<file path="src/rtl/ks4_serial_add_seq_if.sv">
// Operand/result handshake bundle for the nibble-serial adder sequencer.
// Ports: in_* (operand offer, valid/ready), out_* (result, valid/ready).
// Optional in_sub exists only when KS_SEQ_SUB_EN is defined.
// master = operand producer / result consumer, slave = sequencer.
interface ks4_serial_add_seq_if #(
    parameter int NIBBLES = 4
);
    localparam int W = 4 * NIBBLES;

    logic         in_valid;
    logic         in_ready;
    logic [W-1:0] in_a;
    logic [W-1:0] in_b;
    logic         in_cin;
`ifdef KS_SEQ_SUB_EN
    logic         in_sub;
`endif
    logic         out_valid;
    logic         out_ready;
    logic [W-1:0] out_sum;
    logic         out_cout;

`ifdef KS_SEQ_SUB_EN
    modport master (
        output in_valid, in_a, in_b, in_cin, in_sub, out_ready,
        input  in_ready, out_valid, out_sum, out_cout
    );
    modport slave (
        input  in_valid, in_a, in_b, in_cin, in_sub, out_ready,
        output in_ready, out_valid, out_sum, out_cout
    );
`else
    modport master (
        output in_valid, in_a, in_b, in_cin, out_ready,
        input  in_ready, out_valid, out_sum, out_cout
    );
    modport slave (
        input  in_valid, in_a, in_b, in_cin, out_ready,
        output in_ready, out_valid, out_sum, out_cout
    );
`endif
endinterface

</file>
<file path="src/rtl/ks4_serial_add_seq.sv">
// Nibble-serial W-bit adder sequencer driving an external 4-bit adder core.
// Ports: clk, rst_n (async, active low), ena (0 freezes state),
//   bus (operand/result handshake), busy, add_a/add_b/add_cin to the core,
//   add_sum/add_cout combinational return from the core.
// Optional: KS_SEQ_SUB_EN adds bus.in_sub for a - b (out_cout=1: no borrow).
module ks4_serial_add_seq #(
    parameter int NIBBLES = 4
) (
    input  logic                       clk,
    input  logic                       rst_n,
    input  logic                       ena,
    ks4_serial_add_seq_if.slave        bus,
    output logic                       busy,
    output logic [3:0]                 add_a,
    output logic [3:0]                 add_b,
    output logic                       add_cin,
    input  logic [3:0]                 add_sum,
    input  logic                       add_cout
);
    localparam int W  = 4 * NIBBLES;
    localparam int IW = (NIBBLES > 1) ? $clog2(NIBBLES) : 1;

    typedef enum logic [1:0] {
        S_IDLE,
        S_RUN,
        S_DONE
    } state_e;

    state_e        state_q, state_d;
    logic [W-1:0]  a_q, a_d;
    logic [W-1:0]  b_q, b_d;
    logic [W-1:0]  sum_q, sum_d;
    logic          carry_q, carry_d;
    logic          cout_q, cout_d;
    logic [IW-1:0] idx_q, idx_d;
    logic          last;
    logic [W-1:0]  b_in;
    logic          cin_in;

    // Subtraction is a + ~b + 1; in_cin is ignored in that mode.
`ifdef KS_SEQ_SUB_EN
    assign b_in   = bus.in_sub ? ~bus.in_b : bus.in_b;
    assign cin_in = bus.in_sub | bus.in_cin;
`else
    assign b_in   = bus.in_b;
    assign cin_in = bus.in_cin;
`endif

    assign last          = (idx_q == IW'(NIBBLES - 1));
    assign busy          = (state_q != S_IDLE);
    assign bus.in_ready  = ena && (state_q == S_IDLE);
    assign bus.out_valid = ena && (state_q == S_DONE);
    assign bus.out_sum   = sum_q;
    assign bus.out_cout  = cout_q;

    always_comb begin
        state_d = state_q;
        a_d     = a_q;
        b_d     = b_q;
        sum_d   = sum_q;
        carry_d = carry_q;
        cout_d  = cout_q;
        idx_d   = idx_q;
        add_a   = 4'd0;
        add_b   = 4'd0;
        add_cin = 1'b0;
        unique case (state_q)
            S_IDLE: begin
                if (ena && bus.in_valid) begin
                    a_d     = bus.in_a;
                    b_d     = b_in;
                    carry_d = cin_in;
                    idx_d   = '0;
                    sum_d   = '0;
                    cout_d  = 1'b0;
                    state_d = S_RUN;
                end
            end
            S_RUN: begin
                add_a   = a_q[4*idx_q +: 4];
                add_b   = b_q[4*idx_q +: 4];
                add_cin = carry_q;
                if (ena) begin
                    sum_d[4*idx_q +: 4] = add_sum;
                    carry_d             = add_cout;
                    // idx holds on the final nibble so it never wraps.
                    if (last) begin
                        cout_d  = add_cout;
                        state_d = S_DONE;
                    end else begin
                        idx_d = idx_q + 1'b1;
                    end
                end
            end
            S_DONE: begin
                if (ena && bus.out_ready) begin
                    state_d = S_IDLE;
                end
            end
            default: state_d = S_IDLE;
        endcase
    end

    always_ff @(posedge clk or negedge rst_n) begin
        if (!rst_n) begin
            state_q <= S_IDLE;
            a_q     <= '0;
            b_q     <= '0;
            sum_q   <= '0;
            carry_q <= 1'b0;
            cout_q  <= 1'b0;
            idx_q   <= '0;
        end else begin
            state_q <= state_d;
            a_q     <= a_d;
            b_q     <= b_d;
            sum_q   <= sum_d;
            carry_q <= carry_d;
            cout_q  <= cout_d;
            idx_q   <= idx_d;
        end
    end
endmodule

</file>
<file path="src/flat_wrapper.sv">
// flat-port wrapper written by rule: the top's interface ports become plain ports
module ks4_serial_add_seq_flat 
#(
    parameter int NIBBLES = 4
)
  (clk, rst_n, ena, busy, add_a, add_b, add_cin, add_sum, add_cout, bus_in_valid, bus_in_a, bus_in_b, bus_in_cin, bus_out_ready, bus_in_ready, bus_out_valid, bus_out_sum, bus_out_cout);
  ks4_serial_add_seq_if #(.NIBBLES(NIBBLES)) bus_i ();
  input  logic clk;
  input  logic rst_n;
  input  logic ena;
  output logic busy;
  output logic [3:0] add_a;
  output logic [3:0] add_b;
  output logic add_cin;
  input  logic [3:0] add_sum;
  input  logic add_cout;
  input wire logic [$bits(bus_i.in_valid)-1:0] bus_in_valid;
  input wire logic [$bits(bus_i.in_a)-1:0] bus_in_a;
  input wire logic [$bits(bus_i.in_b)-1:0] bus_in_b;
  input wire logic [$bits(bus_i.in_cin)-1:0] bus_in_cin;
  input wire logic [$bits(bus_i.out_ready)-1:0] bus_out_ready;
  output wire logic [$bits(bus_i.in_ready)-1:0] bus_in_ready;
  output wire logic [$bits(bus_i.out_valid)-1:0] bus_out_valid;
  output wire logic [$bits(bus_i.out_sum)-1:0] bus_out_sum;
  output wire logic [$bits(bus_i.out_cout)-1:0] bus_out_cout;
  assign bus_i.in_valid = bus_in_valid;
  assign bus_i.in_a = bus_in_a;
  assign bus_i.in_b = bus_in_b;
  assign bus_i.in_cin = bus_in_cin;
  assign bus_i.out_ready = bus_out_ready;
  assign bus_in_ready = bus_i.in_ready;
  assign bus_out_valid = bus_i.out_valid;
  assign bus_out_sum = bus_i.out_sum;
  assign bus_out_cout = bus_i.out_cout;
  ks4_serial_add_seq #(.NIBBLES(NIBBLES)) u_core (.clk(clk), .rst_n(rst_n), .ena(ena), .bus(bus_i), .busy(busy), .add_a(add_a), .add_b(add_b), .add_cin(add_cin), .add_sum(add_sum), .add_cout(add_cout));
endmodule
</file>
<file path="config.mk">
export PLATFORM = sky130hd
export DESIGN_NAME = ks4_serial_add_seq_flat
export DESIGN_NICKNAME = d
export VERILOG_FILES = /design/src/rtl/ks4_serial_add_seq_if.sv /design/src/rtl/ks4_serial_add_seq.sv /design/src/flat_wrapper.sv
export SDC_FILE = /design/constraint.sdc
export NUM_CORES = 1
export LEC_CHECK = 0
export CAP_MARGIN = 0
export CORE_MARGIN = 3
export CORE_UTILIZATION = 50
export DETAILED_ROUTE_END_ITERATION = 6
export PLACE_DENSITY = 0.82
export SYNTH_ARGS = -nofsm -noshare
export SYNTH_HDL_FRONTEND = slang
export SYNTH_SLANG_ARGS = --single-unit
</file>
<file path="constraint.sdc">
create_clock -name clk -period 4.15 [get_ports clk]
set_clock_uncertainty 0.05 [all_clocks]
set_input_delay 0.415 -clock clk [delete_from_list [all_inputs] [get_ports clk]]
set_output_delay 0.415 -clock clk [all_outputs]
set_load 0.01 [all_outputs]
</file>
**Word level (Yosys, flattened, before mapping)**

Index checks and enable logic that the tools add are counted.

- Output and inout port bits: 29
- Logic and storage cells: 56
- Bits of input ports: 43
- Register bits after elaboration: 54

- Reductions and logical operators: 12
- Equality and inequality tests: 8
- Mux-type cells: 23
- Shift-type cells: 4
- Add/sub/neg operators: 2

Operator list:

| operator | count |
|---|---|
| 4-bit negator with 34-bit output | 1 |
| 4-bit by 34-bit variable shift with 16-bit output, first input constant | 1 |
| 4-bit by 34-bit variable part select with 16-bit output | 1 |
| 16-bit 2-to-1 mux | 2 |
| 16-bit one-hot mux with 2 select lines | 1 |
| 16-bit by 5-bit variable part select with 4-bit output | 2 |
| 16-bit bitwise mux | 1 |
| 2-bit 2-to-1 mux | 7 |
| 4-bit AND reduction | 3 |
| 4-bit 2-to-1 mux | 2 |
| 2-bit inequality test, second input constant | 4 |
| 1-bit 2-to-1 mux | 6 |
| 2-bit one-hot mux with 3 select lines | 1 |
| 2-bit == test, second input constant | 2 |
| 1-bit logical AND | 4 |
| 1-bit one-hot mux with 2 select lines | 2 |
| 2-bit one-hot mux with 2 select lines | 1 |
| 2-bit nonzero test | 2 |
| 3-bit AND reduction | 1 |
| 2-bit by 1-bit adder with 2-bit output, second input constant | 1 |
| 2-bit by 1-bit == test with 1-bit output, second input constant | 1 |
| 2-bit zero test | 1 |
| 2-bit by 1-bit inequality test with 1-bit output, second input constant | 1 |
| 2-bit AND reduction | 1 |

**Depth between registers and ports, before layout**

Gate-level depths: netlist (run 1).

- Depth after elaboration: 5
- Mapped depth: 7
- Depth with buffers taken out: 5

**Worst setup path after synthesis (run 1)**

OpenSTA, ideal clock, no wires.

- Kind: register -> register
- From: register u_core.idx_q[0]
- To: register u_core.sum_q[10] (netlist: u_core.bus.out_sum[10])
- Stages on the path, launching flop included: 8
- Data arrival time: 1772 ps
- Clock period less this slack: 1887 ps
- Setup time: 66 ps
- Path buffers: 2
- Required time: 4034 ps
- Setup slack: 2263 ps
- Cell sequence: dfrtp_1 buf_2 buf_6 inv_1 ha_1 or3b_4 nor4_1 mux2_1

- Word-level cells in the longest chain between the ends: 5
- Elaborated cells on any way between the ends: 6
- Those cells by class: add/sub (1); shift (2); mux (3)

Ends and longest elaborated chain:

| what | line | source |
|---|---|---|
| start: declaration | ks4_serial_add_seq.sv:35 | `logic [IW-1:0] idx_q, idx_d;` |
| start signal: assignment | ks4_serial_add_seq.sv:120 | `idx_q <= idx_d;` |
| 4-bit negator with 34-bit output (*) | ks4_serial_add_seq.sv:84 | `sum_d[4*idx_q +: 4] = add_sum;` |
| 4-bit by 34-bit variable part select with 16-bit output / 4-bit by 34-bit variable shift with 16-bit output (equally long branches) | ks4_serial_add_seq.sv:84 |  |
| 16-bit bitwise mux (*) | ks4_serial_add_seq.sv:84 |  |
| 16-bit 2-to-1 mux (*) | ks4_serial_add_seq.sv:83 | `if (ena) begin` |
| 16-bit one-hot mux with 2 select lines (*) | ks4_serial_add_seq.sv:67 | `unique case (state_q)` |
| end signal: assignment | ks4_serial_add_seq.sv:117 | `sum_q <= sum_d;` |
| end: declaration | ks4_serial_add_seq.sv:32 | `logic [W-1:0] sum_q, sum_d;` |

Every way passes the cells marked *; elsewhere a longest branch is shown, timed or not. The select of a mux whose other input is x is not followed.
A chain may end at the register's enable or synchronous reset.

**Worst setup path in the final report (run 1)**

- From: register u_core.idx_q[0]
- To: output add_b[2]

- Word-level cells in the longest chain between the ends: 2

Ends and longest elaborated chain:

| what | line | source |
|---|---|---|
| 16-bit by 5-bit variable part select with 4-bit output | ks4_serial_add_seq.sv:81 | `add_b = b_q[4*idx_q +: 4];` |
| 4-bit 2-to-1 mux | ks4_serial_add_seq.sv:67 |  |
| end: declaration | flat_wrapper.sv:13 | `output logic [3:0] add_b;` |

Every way passes these cells.

==> results of run 1 <==
==> logic make-up after synthesis <==
logic type,count (synthesis)
AOI/OAI and AO/OA,19
buffers and inverters,24
adders and majority gates,6
and+or+nand+nor,55
muxes,51
DFF,54
==> layout by cell type (no fill, tap or decap), types with 2 or more instances in the layout <==
cell type         n
nand2b_1          3
a21oi_1           2
and3_1            4
mux2_2           34
nor3b_1           2
nor2b_1          10
nand3_1           5
clkdlybuf4s50_1  70
mux2i_1           2
clkbuf_8          5
nand2_1          10
inv_1            13
o2bb2ai_1         3
a21oi_2           2
o21ai_0           8
nor4_1            4
nor2_1            4
mux4_2            8
ha_1              6
nand4_1           5
dfrtp_1          54
mux2_1            7
==> final cells by class <==
class	count	area, um^2
Fill cell	406	1650
Sequential cell	54	1350
Multi-Input combinational cell	131	1200
Tap cell	70	87.6
Clock buffer	5	68.8
Timing Repair Buffer	72	713
Clock inverter	3	21.3
Inverter	13	48.8
==> per-layer routing <==
layer | track usage [%] | vias up | part of all wire (%)
li1 | - | 879 | -
met1 | 23.9 | 896 | 44
met2 | 31.7 | 45 | 50
met3 | 3.74 | 5 | 4.2
met4 | 4.81 | 0 | 1.2
met5 | 0 | - | 0
==> flip-flops by register name, summed over array words and instances (netlist names) <==
| name | cells |
|---|---|
| u_core.a_q | 16 |
| u_core.b_q | 16 |
| u_core.bus.out_cout | 1 |
| u_core.bus.out_sum | 16 |
| u_core.carry_q | 1 |
| u_core.idx_q | 2 |
| u_core.state_q | 2 |
==> where the power goes <==
part           leakage, nW  internal (mW)  switching (mW)
Clock               0.0441          0.119           0.168
Combinational        0.763          0.566           0.360
Sequential           0.678          0.720           0.161
==> stage by stage <==
stage | cells | power (mW) | setup WS [ns]
CTS | 348 | 2.12 | 1.20
detailed placement | 340 | 1.83 | 1.54
global route | 348 | 2.25 | 1.07
finish | 348 | 2.10 | 1.26
floorplan | 209 | 1.49 | 2.26
global placement | 340 | 1.80 | 1.58
==> path summary, 6_finish.rpt <==
check,slack (ns),end,start,cells past startpoint
hold reg to reg,0.45,u_core.b_q[15],u_core.b_q[15],1
setup / recovery,1.26,add_b[2],u_core.idx_q[0],3
setup reg to reg,1.78,u_core.bus.out_sum[1],u_core.idx_q[0],5
max in group asynchronous,3.45,u_core.bus.out_sum[9],rst_n,2
hold / removal,0.16,u_core.state_q[0],rst_n,2
min in group clk,0.45,u_core.b_q[15],u_core.b_q[15],1
==> impl_metrics.yaml, run 1 <==
critical_path:
  cp-start-kind: "flip-flop"
  criticalPathCategory: "reg -> out"
  crit_buf_inv: 1
  cp_cell_sequence: "mux4_2, nor2b_1, clkdlybuf4s50_1"
  required_ns: 3.68
  cpPeakStageDelay_ns: 0.88
  critPathSlowestCell: "dfrtp_1"
  path_max_fanout: 18
  crit_path_end_kind: "primary output"
  crit_arrival_ns: 2.43
  cp_top_family: "flip-flops"
placement:
  dp_hpwl_um: 3930
  place_area_mm2: 0.00340
  globalplace.congestion: 0.826
  port_buffers: 71
clock_tree:
  cts_setup_buffers: 0
  clock-sinks: 54
  clockRootBuffer: "clkbuf_8"
  cts_made_buffers: 5
  cts_tree: "yes"
  clk_latency_ns: 0.30
  h-tree-depth: 2
  cts_buffer_depth: 2
  cts_hold_buf: 0
  clk_pin_slew_ns: 0.09
  ctsResizeCount: 0
sta:
  finalMaxSlewViolations: 0
  fin_crit_sh_pct: 69.6
  finalSetupTns_ns: 0
  grt_setup_unrepaired: "no"
  worst_pin_slew_ns: 0.810
  fmax_mhz: 346
  fin_crit_ns: 2.89
  fin_hold_ws_ns: 0.157
  finalSetupViolations: 0
  relSlewSlack_pct: 46.0
  final-hold-violation-count: 0
drt:
  antenna_left: 0
  vias: 1825
  viasPerCell: 5.24
  avgRoutedWirePerCell_um: 15.3
  first_iter_violations: 82
  wirelength_um: 5330
  drc: 0
  drtPass1Iterations: 4
yosys:
  synth_top_family_by_area: "multiplexers"
  async_reset_ff_share_pct: 100
  synth_edf_count: 0
  synth_largest_area_cell: "dfrtp_1"
  synth_area_mm2: 0.00268
  synth_compound_area_share_pct: 4.94
  synthFlopType: "dfrtp_1"
  yosys.area_share.simple_pct: 12.4
  synth_top_area_share_pct: 50.3
  ys_warn_count: 0
  synth_fa_ha_area_share_pct: 2.80
  synth.most_common_cell: "dfrtp_1"
  yosys-top-cells-count: "dfrtp_1, mux2_2, inv_1"
  ys_seq_area_share_pct: 50.3
  synthMuxAreaShare_pct: 24.7
  synth_cell_type_count: 36
  synth-xor-area-share_pct: 0
  synth.area.top_cells: "dfrtp_1, mux2_2, mux4_2"
  syn_inst: 209
  syn_area_per_cell_um2: 12.8
  synth-seq-cells: 54
  syn_nets: 258
global_routing:
  grt_pass1_wl_um: 9100
  grt-ovfl-total: 0
  grt_max_degree: 55
  first_global_vias: 1914
  grt_usage_pct: 18.5
  grt_antenna_before_repair: 0
floorplanning:
  start_util_pct: 52.2
  pin_count: 72
  die-area_mm2: 0.00628
  num_rows: 26
  die_h_um: 79.3
  core_area_mm2: 0.00514
  dieWidth_um: 79.3
cells_and_area:
  finish.utilization_pct: 68.0
  num_antenna_cells: 0
  layout.nets: 326
  drive_above_1_share_pct: 21.6
  area_delta_synth_final_pct: 30.2
  final_area_mm2: 0.00349
outcome:
  status: "complete, no violations"
job:
  maxCapViolCount: 0
min_path:
  hold_path.class: "in -> async"
power:
  power_leakage_nw: 1.48
  vdd_ir_drop_max_v: 0.000402
  powerDensity_mw_per_mm2: 600
No activity file was read; power rests on OpenSTA's default activity.
==> run 2: changes to the inputs <==
- CORE_UTILIZATION: 50 -> 44
- PLACE_DENSITY: 0.82 -> 0.77
- clock period: 4.15 -> 2.6 ns (I/O delays scaled with it)
==> impl_metrics.yaml, run 2 (synthesis gave the netlist of run 1 again) <==
critical_path:
  crit_arrival_ns: 2.07
  cp-startpoint: "u_core.idx_q[0]"
  required_ns: 2.29
  path_max_fanout: 9
  crit_path_end_kind: "primary output"
  criticalPathCategory: "reg -> out"
  cpPeakStageDelay_ns: 0.56
  cp_cell_sequence: "mux4_2, nor2b_1, clkdlybuf4s50_1"
  regToRegStartpoint: "u_core.idx_q[0]"
  cp-start-kind: "flip-flop"
  critPathSlowestCell: "dfrtp_2"
cells_and_area:
  drive_above_1_share_pct: 23.8
  layout_commonest_cell: "clkdlybuf4s50_1"
  finish.utilization_pct: 63.1
  layout.nets: 334
  most-common-layout-cells: "clkdlybuf4s50_1, dfrtp_1, mux2_2"
  area_delta_synth_final_pct: 34.1
  nFillCells: 452
  num_antenna_cells: 0
sta:
  final-hold-violation-count: 0
  fin_crit_ns: 2.38
  relSlewSlack_pct: 65.8
  finalMaxSlewViolations: 0
  fin_hold_ws_ns: 0.286
  fin_crit_sh_pct: 91.4
  worst_pin_slew_ns: 0.514
  finalSetupViolations: 0
  finalSetupTns_ns: 0
  fmax_mhz: 421
  grt_setup_unrepaired: "no"
  finalWorstSetupSlack_ns: 0.224
global_routing:
  grt_antenna_before_repair: 0
  grt-ovfl-total: 0
  first_global_vias: 1928
  grt_usage_pct: 16.9
  grt_pass1_wl_um: 9600
  grt_max_degree: 33
drt:
  drtPass1Iterations: 4
  wl_met1_um: 2650
  first_iter_violations: 66
  drc: 0
  wirelength_um: 5730
  avgRoutedWirePerCell_um: 16.0
  antenna_left: 0
  wl_met3_um: 256
  highest_layer: "met4"
  wl_met2_um: 2740
  vias: 1853
  viasPerCell: 5.18
placement:
  dp_hpwl_um: 4290
  port_buffers: 71
  globalplace.congestion: 0.785
  pre_cts_slack_ns: 0.331
clock_tree:
  h-tree-depth: 2
  cts_setup_buffers: 0
  cts_made_buffers: 5
  clock-sinks: 54
  cts_buffer_depth: 2
  cts_tree: "yes"
  clk_latency_ns: 0.32
  clockRootBuffer: "clkbuf_8"
  clk_pin_slew_ns: 0.11
power:
  powerDensity_mw_per_mm2: 984
  vdd_ir_drop_max_v: 0.000497
  power_leakage_nw: 1.54
min_path:
  hold_path.class: "in -> async"
outcome:
  status: "complete, no violations"
floorplanning:
  num_rows: 27
  die_h_um: 84.1
  pin_count: 72
  die-area_mm2: 0.00707
  core_area_mm2: 0.00571
  dieWidth_um: 84.1
  start_util_pct: 47.0
job:
  maxCapViolCount: 0
## run 2: cell count changes in the layout (fill, tap and decap cells not counted), sizes merged
cell         change
buf              +7
bufinv           +1
clkinv           -2
dlygate4sd3      +1
inv              +1
## run 2: metrics by stage
step,total power [mW],cells,area [um^2]
final,3.54,358,3600
after global routing,3.78,358,3600
after CTS,3.58,358,3600
after detailed placement,2.98,349,3470
after global placement,2.93,349,3470
after floorplan,2.39,209,2680
## run 2: worst paths after layout
kind                                         end  slack, ns  cells after the start
setup reg to reg           u_core.bus.out_sum[1]       0.49                      6
hold reg to reg                   u_core.b_q[15]       0.45                      1
max in group asynchronous        u_core.idx_q[0]       1.60                      3
min in group clk                  u_core.b_q[15]       0.45                      1
hold / removal                     u_core.b_q[6]       0.29                      2
setup / recovery                        add_a[0]       0.22                      3
## run 2: metal layers
metal | up-vias | track usage (%)
met5 | - | 0
met4 | 0 | 5.26
met3 | 7 | 3.75
met2 | 51 | 27.1
met1 | 900 | 23.0
li1 | 895 | -
## run 2: cell type report
class                   instances  area (um^2)  area share (%)
well taps                      72         90.1            2.50
clock buffers                   5         68.8            1.91
flip-flops and latches         54         1350            37.6
clock inverters                 3         48.8            1.36
repair buffers                 80          788            21.9
multi-input cells             131         1200            33.4
inverters                      13         48.8            1.36
## run 2: where the power goes
| group | total (mW) | internal, mW | switching, mW |
|---|---|---|---|
| Sequential | 1.36 | 1.15 | 0.207 |
| Combinational | 1.59 | 0.950 | 0.644 |
| Clock | 0.587 | 0.294 | 0.294 |
| Total | 3.54 | 2.40 | 1.14 |
## run 2: critical path: cells and delay by family, from the launching register on
| kind | cells | cell delay (ns) |
|---|---|---|
| buffers and inverters | 1 | 0.50 |
| AND/OR/NAND/NOR | 1 | 0.16 |
| flip-flops | 1 | 0.56 |
| multiplexers | 1 | 0.54 |
## run 2: timing repair
item | 4_1_cts | 5_1_grt
resized for setup | 0 | 1
endpoints found under the hold margin | 8 | 0
hold buffers | 1 | 0
endpoints found under the setup margin | 0 | 8
